[config.mk]
export PLATFORM = sky130hd
export DESIGN_NAME = mem_access_unit
export DESIGN_NICKNAME = d
export VERILOG_FILES = /design/src/rtl/lc3_pkg.sv /design/src/rtl/lc3_mmio_regs.sv /design/src/rtl/mem_access_unit.sv
export SDC_FILE = /design/constraint.sdc
export NUM_CORES = 1
export LEC_CHECK = 0
export BUFFER_PORTS_ARGS = -buffer_cell sky130_fd_sc_hd__buf_2
export CORE_ASPECT_RATIO = 0.8
export CORE_MARGIN = 5
export CORE_UTILIZATION = 41
export DETAILED_ROUTE_END_ITERATION = 12
export PLACE_DENSITY = 0.69
export SLEW_MARGIN = 0
export SYNTH_ARGS = -nofsm -noshare
export SYNTH_HDL_FRONTEND = slang
export SYNTH_HIERARCHICAL = 1
export SYNTH_SLANG_ARGS = --single-unit
[constraint.sdc]
create_clock -name i_CLK -period 4.5 [get_ports i_CLK]
set_input_delay 0.675 -clock i_CLK [delete_from_list [all_inputs] [get_ports i_CLK]]
set_output_delay 0.675 -clock i_CLK [all_outputs]
set_load 0.01 [all_outputs]
[src/rtl/lc3_pkg.sv]
// rtl/lc3_pkg.sv - shared LC-3 memory-stage definitions
// Purpose: FSM state encoding for mem_access_unit and the LC-3 memory-mapped
//          I/O page addresses used when LC3_MMIO_EN is defined.
// Ports:   none (package)
package lc3_pkg;

  typedef enum logic [1:0] {
    ST_IDLE   = 2'd0,
    ST_ACCESS = 2'd1,
    ST_DONE   = 2'd2
  } state_t;

  localparam logic [15:0] MMIO_BASE = 16'hFE00;
  localparam logic [15:0] ADDR_KBSR = 16'hFE00;
  localparam logic [15:0] ADDR_KBDR = 16'hFE02;
  localparam logic [15:0] ADDR_DSR  = 16'hFE04;
  localparam logic [15:0] ADDR_DDR  = 16'hFE06;

endpackage

[src/rtl/lc3_mmio_regs.sv]
// rtl/lc3_mmio_regs.sv - LC-3 keyboard/display device registers
// Purpose: KBSR/KBDR keyboard latch and DSR/DDR display port. Instantiated by
//          mem_access_unit only when LC3_MMIO_EN is defined.
// Ports:
//   i_CLK, i_RST   clock, asynchronous active-high reset
//   i_acc          one-cycle strobe: an access to the MMIO page is completing
//   i_we           1 = store, 0 = load
//   i_addr         full 16-bit address of the access
//   i_wdata        low byte of store data
//   i_kb_valid     keyboard byte strobe, i_kb_data the byte
//   i_dd_ready     display can accept a byte
//   o_rdata        combinational load data for i_addr
//   o_dd_valid     one-cycle display write pulse, o_dd_data the byte
import lc3_pkg::*;

module lc3_mmio_regs (
  input  logic        i_CLK,
  input  logic        i_RST,
  input  logic        i_acc,
  input  logic        i_we,
  input  logic [15:0] i_addr,
  input  logic [7:0]  i_wdata,
  input  logic        i_kb_valid,
  input  logic [7:0]  i_kb_data,
  input  logic        i_dd_ready,
  output logic [15:0] o_rdata,
  output logic        o_dd_valid,
  output logic [7:0]  o_dd_data
);

  logic       r_kb_full;
  logic [7:0] r_kbdr;
  logic       r_dd_valid;
  logic [7:0] r_dd_data;

  always_ff @(posedge i_CLK or posedge i_RST) begin
    if (i_RST) begin
      r_kb_full  <= 1'b0;
      r_kbdr     <= 8'h00;
      r_dd_valid <= 1'b0;
      r_dd_data  <= 8'h00;
    end else begin
      r_dd_valid <= 1'b0;
      // A new key arriving on the same edge as a KBDR read keeps the flag set.
      if (i_kb_valid) begin
        r_kb_full <= 1'b1;
        r_kbdr    <= i_kb_data;
      end else if (i_acc && !i_we && i_addr == ADDR_KBDR) begin
        r_kb_full <= 1'b0;
      end
      // Display writes never stall; the byte is presented regardless of i_dd_ready.
      if (i_acc && i_we && i_addr == ADDR_DDR) begin
        r_dd_valid <= 1'b1;
        r_dd_data  <= i_wdata;
      end
    end
  end

  always_comb begin
    o_rdata = 16'h0000;
    case (i_addr)
      ADDR_KBSR: o_rdata = {r_kb_full, 15'h0000};
      ADDR_KBDR: o_rdata = {8'h00, r_kbdr};
      ADDR_DSR:  o_rdata = {i_dd_ready, 15'h0000};
      default:   o_rdata = 16'h0000;
    endcase
  end

  assign o_dd_valid = r_dd_valid;
  assign o_dd_data  = r_dd_data;

endmodule

[src/rtl/mem_access_unit.sv]
// rtl/mem_access_unit.sv - LC-3 MAR/MDR stage in front of the block RAM
// Purpose: accepts one load/store at a time, holds the RAM enable until the
//          RAM ready bit returns (or a timeout), then pulses o_done with data.
//          Macro LC3_MMIO_EN adds the 0xFE00-0xFFFF device page.
// Ports:
//   i_CLK, i_RST              clock, asynchronous active-high reset
//   i_req, i_we, i_addr, i_wdata  request strobe (IDLE only), store flag, MAR, MDR
//   o_busy, o_done, o_err, o_rdata  status, done pulse, error, load result
//   o_mem_*                   RAM enables, addresses and write data
//   i_mem_ready, i_mem_read_data  RAM ready bit and read data
//   i_kb_valid, i_kb_data     keyboard byte (used only with LC3_MMIO_EN)
//   i_dd_ready, o_dd_valid, o_dd_data  display port (tied off without LC3_MMIO_EN)
import lc3_pkg::*;

module mem_access_unit #(
  parameter int AddrBusSize   = 16,
  parameter int MemAddrSize   = 9,
  parameter int ElementSize   = 16,
  parameter int TimeoutCycles = 15
) (
  input  logic                   i_CLK,
  input  logic                   i_RST,
  input  logic                   i_req,
  input  logic                   i_we,
  input  logic [AddrBusSize-1:0] i_addr,
  input  logic [ElementSize-1:0] i_wdata,
  output logic                   o_busy,
  output logic                   o_done,
  output logic                   o_err,
  output logic [ElementSize-1:0] o_rdata,
  output logic                   o_mem_write_en,
  output logic                   o_mem_read_en,
  output logic [MemAddrSize-1:0] o_mem_write_addr,
  output logic [MemAddrSize-1:0] o_mem_read_addr,
  output logic [ElementSize-1:0] o_mem_write_data,
  input  logic                   i_mem_ready,
  input  logic [ElementSize-1:0] i_mem_read_data,
  input  logic                   i_kb_valid,
  input  logic [7:0]             i_kb_data,
  input  logic                   i_dd_ready,
  output logic                   o_dd_valid,
  output logic [7:0]             o_dd_data
);

  state_t                 r_state;
  state_t                 w_next;
  logic [AddrBusSize-1:0] r_mar;
  logic [ElementSize-1:0] r_mdr;
  logic [ElementSize-1:0] r_rdata;
  logic                   r_we;
  logic                   r_err;
  logic [7:0]             r_timer;

  logic                   w_in_access;
  logic                   w_mmio_hit;
  logic [ElementSize-1:0] w_mmio_rdata;
  logic                   w_range_err;
  logic                   w_bypass;
  logic [ElementSize-1:0] w_bypass_rdata;
  logic                   w_timeout;

  assign w_in_access = (r_state == ST_ACCESS);

`ifdef LC3_MMIO_EN
  assign w_mmio_hit = (r_mar >= AddrBusSize'(MMIO_BASE));

  lc3_mmio_regs u_mmio (
    .i_CLK      (i_CLK),
    .i_RST      (i_RST),
    .i_acc      (w_in_access && w_mmio_hit),
    .i_we       (r_we),
    .i_addr     (r_mar[15:0]),
    .i_wdata    (r_mdr[7:0]),
    .i_kb_valid (i_kb_valid),
    .i_kb_data  (i_kb_data),
    .i_dd_ready (i_dd_ready),
    .o_rdata    (w_mmio_rdata),
    .o_dd_valid (o_dd_valid),
    .o_dd_data  (o_dd_data)
  );
`else
  logic w_unused_mmio;
  assign w_unused_mmio = ^{i_kb_valid, i_kb_data, i_dd_ready};
  assign w_mmio_hit    = 1'b0;
  assign w_mmio_rdata  = '0;
  assign o_dd_valid    = 1'b0;
  assign o_dd_data     = 8'h00;
`endif

  // Addresses outside the RAM that no device claims fail without touching RAM.
  assign w_range_err    = (|(r_mar >> MemAddrSize)) && !w_mmio_hit;
  // Out-of-range and MMIO accesses spend exactly one cycle in ACCESS with both
  // RAM enables held low, giving a fixed o_done in cycle 2.
  assign w_bypass       = w_range_err || w_mmio_hit;
  assign w_bypass_rdata = w_mmio_hit ? w_mmio_rdata : '0;
  // r_timer is 0 in the first ACCESS cycle, so this fires in cycle TimeoutCycles.
  assign w_timeout      = (r_timer == 8'(TimeoutCycles - 1));

  always_ff @(posedge i_CLK or posedge i_RST) begin
    if (i_RST) r_state <= ST_IDLE;
    else       r_state <= w_next;
  end

  always_comb begin
    w_next = r_state;
    case (r_state)
      ST_IDLE:   if (i_req) w_next = ST_ACCESS;
      ST_ACCESS: if (w_bypass || i_mem_ready || w_timeout) w_next = ST_DONE;
      ST_DONE:   w_next = ST_IDLE;
      default:   w_next = ST_IDLE;
    endcase
  end

  always_comb begin
    o_busy         = (r_state != ST_IDLE);
    o_done         = (r_state == ST_DONE);
    o_err          = (r_state == ST_DONE) && r_err;
    o_mem_write_en = w_in_access && r_we && !w_bypass;
    o_mem_read_en  = w_in_access && !r_we && !w_bypass;
  end

  assign o_mem_write_addr = r_mar[MemAddrSize-1:0];
  assign o_mem_read_addr  = r_mar[MemAddrSize-1:0];
  assign o_mem_write_data = r_mdr;
  assign o_rdata          = r_rdata;

  always_ff @(posedge i_CLK or posedge i_RST) begin
    if (i_RST) begin
      r_mar   <= '0;
      r_mdr   <= '0;
      r_rdata <= '0;
      r_we    <= 1'b0;
      r_err   <= 1'b0;
      r_timer <= 8'd0;
    end else begin
      case (r_state)
        ST_IDLE: begin
          if (i_req) begin
            r_mar   <= i_addr;
            r_mdr   <= i_wdata;
            r_we    <= i_we;
            r_err   <= 1'b0;
            r_timer <= 8'd0;
          end
        end
        ST_ACCESS: begin
          r_timer <= r_timer + 8'd1;
          if (w_bypass) begin
            r_err <= w_range_err;
            if (!r_we) begin
              r_mdr   <= w_bypass_rdata;
              r_rdata <= w_bypass_rdata;
            end
          end else if (i_mem_ready) begin
            if (!r_we) begin
              r_mdr   <= i_mem_read_data;
              r_rdata <= i_mem_read_data;
            end
          end else if (w_timeout) begin
            r_err <= 1'b1;
            if (!r_we) begin
              r_mdr   <= '0;
              r_rdata <= '0;
            end
          end
        end
        default: ;
      endcase
    end
  end

endmodule

# [Word-level counts from Yosys, hierarchy flattened]
# Index checks and enable logic that the tools add are counted.
[op_classes] add_sub_neg=1 n_eq_ne=10 n_mux=21 reduce_logical=20
[op_table] op="$mux W16" count=10
[op_table] op="$pmux W16 S2" count=1
[op_table] op="$pmux W8 S2" count=1
[op_table] op="$add A8 B1 Y8 const B" count=1
[op_table] op="$eq A8 B4 Y1 const B" count=1
[op_table] op="$mux W8" count=1
[op_table] op="$reduce_and A4 Y1" count=2
[op_table] op="$reduce_or A7 Y1" count=1
[op_table] op="$ne A3 B2 Y1 const B" count=2
[op_table] op="$reduce_and A2 Y1" count=3
[op_table] op="$logic_and A1 B1 Y1" count=5
[op_table] op="$mux W1" count=4
[op_table] op="$mux W2" count=2
[op_table] op="$ne A4 B2 Y1 const B" count=1
[op_table] op="$ne A4 B3 Y1 const B" count=1
[op_table] op="$pmux W2 S2" count=1
[op_table] op="$reduce_bool A2 Y1" count=2
[op_table] op="$ne A3 B1 Y1 const B" count=1
[op_table] op="$reduce_and A3 Y1" count=1
[op_table] op="$reduce_bool A3 Y1" count=1
[op_table] op="$eq A2 B1 Y1 const B" count=1
[op_table] op="$eq A2 B2 Y1 const B" count=1
[op_table] op="$logic_not A1 Y1" count=2
[op_table] op="$logic_not A2 Y1" count=1
[op_table] op="other kinds (4)" count=5
[totals] reg_bits=60 inputBits=63 output_inout_bits=64 elab_cells=59

# [Depth between registers and ports, before layout]
[logic_depth] depth_word=5 depth_mapped=7 depth_no_buf=6

# [Worst setup path before layout]
# OpenSTA, ideal clock, no wires.
[synth_path] path_type="flip-flop to output port" from="reg r_mar[11]" to="out o_mem_read_en" arrival_ns=1.611 required_time_ns=3.825 path_slack_ns=2.214 path_stages_with_launch=5 path_buffers=2 cell_sequence="dfrtp_1 or4_1 buf_6 buf_8 nor4_1"
[synth_via] elab_chain_len=3
[synth_lines] item="from (decl)" line_no="mem_access_unit.sv:47" source="logic [AddrBusSize-1:0] r_mar;"
[synth_lines] item="from (signal assigned)" line_no="mem_access_unit.sv:139" source="r_mar <= i_addr;"
[synth_lines] item="$reduce_or A7 Y1" line_no="mem_access_unit.sv:91" source="assign w_range_err = (|(r_mar >> MemAddrSize)) && !w_mmio_hit;"
[synth_lines] item="$logic_not A1 Y1" line_no="mem_access_unit.sv:119" source="o_mem_read_en = w_in_access && !r_we && !w_bypass;"
[synth_lines] item="$logic_and A1 B1 Y1" line_no="mem_access_unit.sv:119"
[synth_lines] item="to (decl)" line_no="mem_access_unit.sv:32" source="output logic o_mem_read_en,"
# No other way between the ends.

# [Worst setup path in the final report]
[layout_path] from="reg r_mar[11]" to="out o_mem_write_en"
[layout_via] elab_chain_len=3
[layout_lines] item="$reduce_or A7 Y1" line_no="mem_access_unit.sv:91"
[layout_lines] item="$logic_not A1 Y1" line_no="mem_access_unit.sv:118" source="o_mem_write_en = w_in_access && r_we && !w_bypass;"
[layout_lines] item="$logic_and A1 B1 Y1" line_no="mem_access_unit.sv:118"
[layout_lines] item="to (decl)" line_no="mem_access_unit.sv:31" source="output logic o_mem_write_en,"
# No other way between the ends.

==> insert_results.sql <==
INSERT INTO impl_metrics (metric_group, metric, value, unit) VALUES
('synthesis', 'synthMostInstantiatedCell', 'dfrtp_1', ''),
('worst_setup_path', 'critical_path.top_delay_family', 'simple AND/OR/NAND/NOR gates', ''),
('pwr', 'power_density_over_the_cells', '568', 'mW/mm^2'),
('detailed_routing', 'first_pass_iters', '5', ''),
('pwr', 'netSwitchingFraction', '38.6', '%'),
('timing', 'hold-worst-slack', '485', 'ps'),
('synthesis', 'synthTopCellsByCount', 'dfrtp_1 (60), nand2_1 (57), buf_4 (27)', ''),
('finish', 'areaGrowthSynthToFinish', '19.5', '%'),
('finish', 'antenna_cells_inserted', '0', ''),
('synthesis', 'post_synthesis_cell_count', '321', ''),
('synthesis', 'async_reset_ff_share', '100', '%'),
('clock_tree', 'cts_buffers', '9', ''),
('floorplanning', 'coreArea', '0.00750', 'sq mm'),
('timing', 'max_clock_freq', '0.332', 'GHz'),
('pwr', 'static_leakage', '1.94', 'nW'),
('run', 'maxCapViolCount', '0', ''),
('grt', 'grt_remaining_overflow', '0', ''),
('pwr', 'comb_power_share', '35.6', '%'),
('synthesis', 'ys.flop_type', 'dfrtp_1', ''),
('pwr', 'power.ir.vdd_worst', '0.186', 'mV'),
('placed_design', 'total_placed_instance_area', '0.00360', 'sq mm'),
('grt', 'grt_pass1_vias', '2602', ''),
('placed_design', 'number_of_placed_cells_counting_well_taps', '492', ''),
('placed_design', 'dp_hpwl', '6000', 'um'),
('worst_setup_path', 'cp_max_fo', '18', ''),
('timing', 'setup_repair_after_global_routing_missed_its_margin', 'no', ''),
('clock_tree', 'root_buffer', 'clkbuf_8', ''),
('finish', 'final_design_area_no_fill', '0.00382', 'sq mm'),
('clock_tree', 'worst_skew_pair.late_latency', '340', 'ps'),
('clock_tree', 'clock_path_buffers', '2', ''),
('floorplanning', 'initial_utilization', '42.6', '%'),
('synthesis', 'yosysSeqAreaShare', '47.0', '%'),
('detailed_routing', 'vias_per_cell', '5.69', ''),
('grt', 'grt_pass1_wl', '13700', 'um'),
('floorplanning', 'die_w', '109', 'um'),
('floorplanning', 'die-area', '0.00967', 'sq mm'),
('pwr', 'seq_power_share', '39.7', '%'),
('grt', 'grt_antenna_before_repair', '0', ''),
('worst_setup_path', 'crit_path_end_kind', 'output port', ''),
('detailed_routing', 'routed-via-count', '2893', ''),
('placed_design', 'gp_congestion', '0.790', ''),
('worst_setup_path', 'setup.worst_path.start_class', 'flop', ''),
('worst_setup_path', 'crit_path_top_delay_cell', 'or4_1', ''),
('run_status', 'status', 'finished clean', ''),
('detailed_routing', 'first_iter_violations', '327', ''),
('synthesis', 'number_of_library_cell_types_mapped_by_synthesis', '40', ''),
('timing', 'tns_setup', '0', 'ps'),
('synthesis', 'post_synth_instance_area', '0.00319', 'sq mm'),
('timing', 'setup_ws', '1490', 'ps'),
('timing', 'worst_pin_slew', '930', 'ps'),
('timing', 'setup-violations-final', '0', ''),
('finish', 'num-nets-final', '463', ''),
('synthesis', 'avgSynthCellArea', '9.95', 'sq um'),
('floorplanning', 'die-height', '89.0', 'um'),
('clock_tree', 'worst_setup_hold_path_clk_slew', '70', 'ps'),
('clock_tree', 'post_cts_buffers', '0', ''),
('pwr', 'internal_power', '1.33', 'mW'),
('placed_design', 'io_buffer_count', '107', ''),
('timing', 'finalCriticalPeriod', '3010', 'ps'),
('synthesis', 'area_share_of_the_leading_cell_type_in_the_synthesized_netlist', '47.0', '%'),
('detailed_routing', 'drc', '0', ''),
('floorplanning', 'std_cell_rows', '28', ''),
('finish', 'layout-drive-gt1-share', '33.3', '%'),
('synthesis', 'synth_enable_flop_cells', '0', ''),
('worst_setup_path', 'setup.worst_path.class', 'reg2out', ''),
('detailed_routing', 'postRouteAntennaNets', '0', ''),
('pwr', 'netSwitchingPower', '836', 'uW'),
('finish', 'layout.filler_cells', '743', ''),
('worst_setup_path', 'crit_chain', 'or4_1 > nor2_1 > and3_1 > buf_2', ''),
('clock_tree', 'tritoncts', 'done', ''),
('grt', 'maximum_number_of_pins_on_one_net_before_global_route_repair', '61', '');
-- cell usage in the layout, fill, tap and decap left out, types with 2 or more instances in the layout --
| cell type | synthesis | final |
|---|---|---|
| nor3_1 | 2 | 2 |
| ha_1 | 2 | 2 |
| nor2b_1 | 2 | 2 |
| nand4_1 | 16 | 16 |
| nor2_1 | 3 | 3 |
| conb_1 | 1 | 9 |
| nand2_1 | 57 | 57 |
| a311o_1 | 16 | 16 |
| a22o_1 | 16 | 16 |
| inv_2 | 1 | 2 |
| nor3_2 | 2 | 2 |
| a221oi_1 | 16 | 16 |
| buf_4 | 27 | 6 |
| dfrtp_1 | 60 | 60 |
| mux2i_1 | 4 | 4 |
| inv_1 | 3 | 2 |
| o311ai_1 | 15 | 15 |
| buf_2 | 8 | 107 |
| and2_1 | 2 | 2 |
| a21o_1 | 2 | 2 |
| clkinv_2 | 0 | 3 |
| clkbuf_8 | 0 | 10 |
| and3_1 | 19 | 19 |
| nand3_1 | 8 | 8 |
| bufinv_16 | 0 | 2 |
| a21oi_1 | 3 | 3 |
| o21ai_0 | 4 | 4 |
-- sequential cells by signal, summed over array words and instances, names as in the netlist --
register,cells
o_mem_write_data,16
o_rdata,16
r_mar,16
r_timer,8
r_state,2
r_err,1
r_we,1
-- power groups by stage --
stage               logic [mW]  clock network, mW  registers, mW
floorplan                0.565                  0          0.865
global placement         0.762                  0          0.858
detailed placement       0.773                  0          0.865
CTS                      0.774              0.552          0.856
global route             0.843              0.579          0.884
finish                   0.773              0.534          0.861
-- worst reg2reg max path: cells and delay by family, from the launching register on --
family / cells / cell delay (ps)
AO/OA/AOI/OAI: 2 / 1050
AND/OR/NAND/NOR: 2 / 800
flip-flops: 1 / 440
adder cells (fa/ha/maj): 1 / 140
buffers and inverters: 1 / 80
-- path summary, 6_finish.rpt --
| check | from | to | slack (ps) | depth (start not counted) |
|---|---|---|---|---|
| max in group asynchronous | i_RST | o_mem_write_data[5] | 3410 | 3 |
| min in group asynchronous | i_RST | r_mar[6] | 540 | 3 |
| worst max register to register | r_timer[0] | o_rdata[9] | 1880 | 6 |
| worst min register to register | r_err | r_err | 480 | 1 |
| worst min-delay path | r_err | r_err | 480 | 1 |
| worst max-delay path | r_mar[11] | o_mem_write_en | 1490 | 4 |
-- through the flow --
step,utilization [%],power [mW]
final,50.9,2.17
after global routing,50.9,2.31
after CTS,50.9,2.18
after detailed placement,48.0,1.64
after global placement,48.0,1.62
after floorplan,-,1.43
-- cell type report --
cell class / count / area [sq um] / area share [%]
tap: 105 / 131 / 3.44
multi-input combinational: 210 / 1370 / 35.9
inverter: 4 / 15.0 / 0.393
clock buffer: 11 / 141 / 3.70
timing repair buffer: 113 / 581 / 15.2
clock inverter: 5 / 75.1 / 1.97
sequential: 60 / 1500 / 39.3
-- kinds of logic after synthesis --
| logic type | count (synthesis) | share of synthesized area [%] |
|---|---|---|
| adder cells (fa/ha/maj) | 2 | 0.783 |
| XOR/XNOR | 1 | 0.274 |
| buffers and inverters | 59 | 11.0 |
| AO/OA/AOI/OAI | 76 | 20.6 |
| other | 1 | 0.117 |
| flip-flops | 60 | 47.0 |
| AND/OR/NAND/NOR | 118 | 18.9 |
| multiplexers | 4 | 1.25 |
-- metal layers --
layer  GRT usage [%]  vias to the layer above  part of all wire [%]
li1                -                     1335                     -
met1            25.7                     1394                    44
met2            27.9                      152                    45
met3            5.13                       12                    10
met4            5.62                        0                   1.2
met5               0                        -                     0
Power figures use the tool's default switching activity.
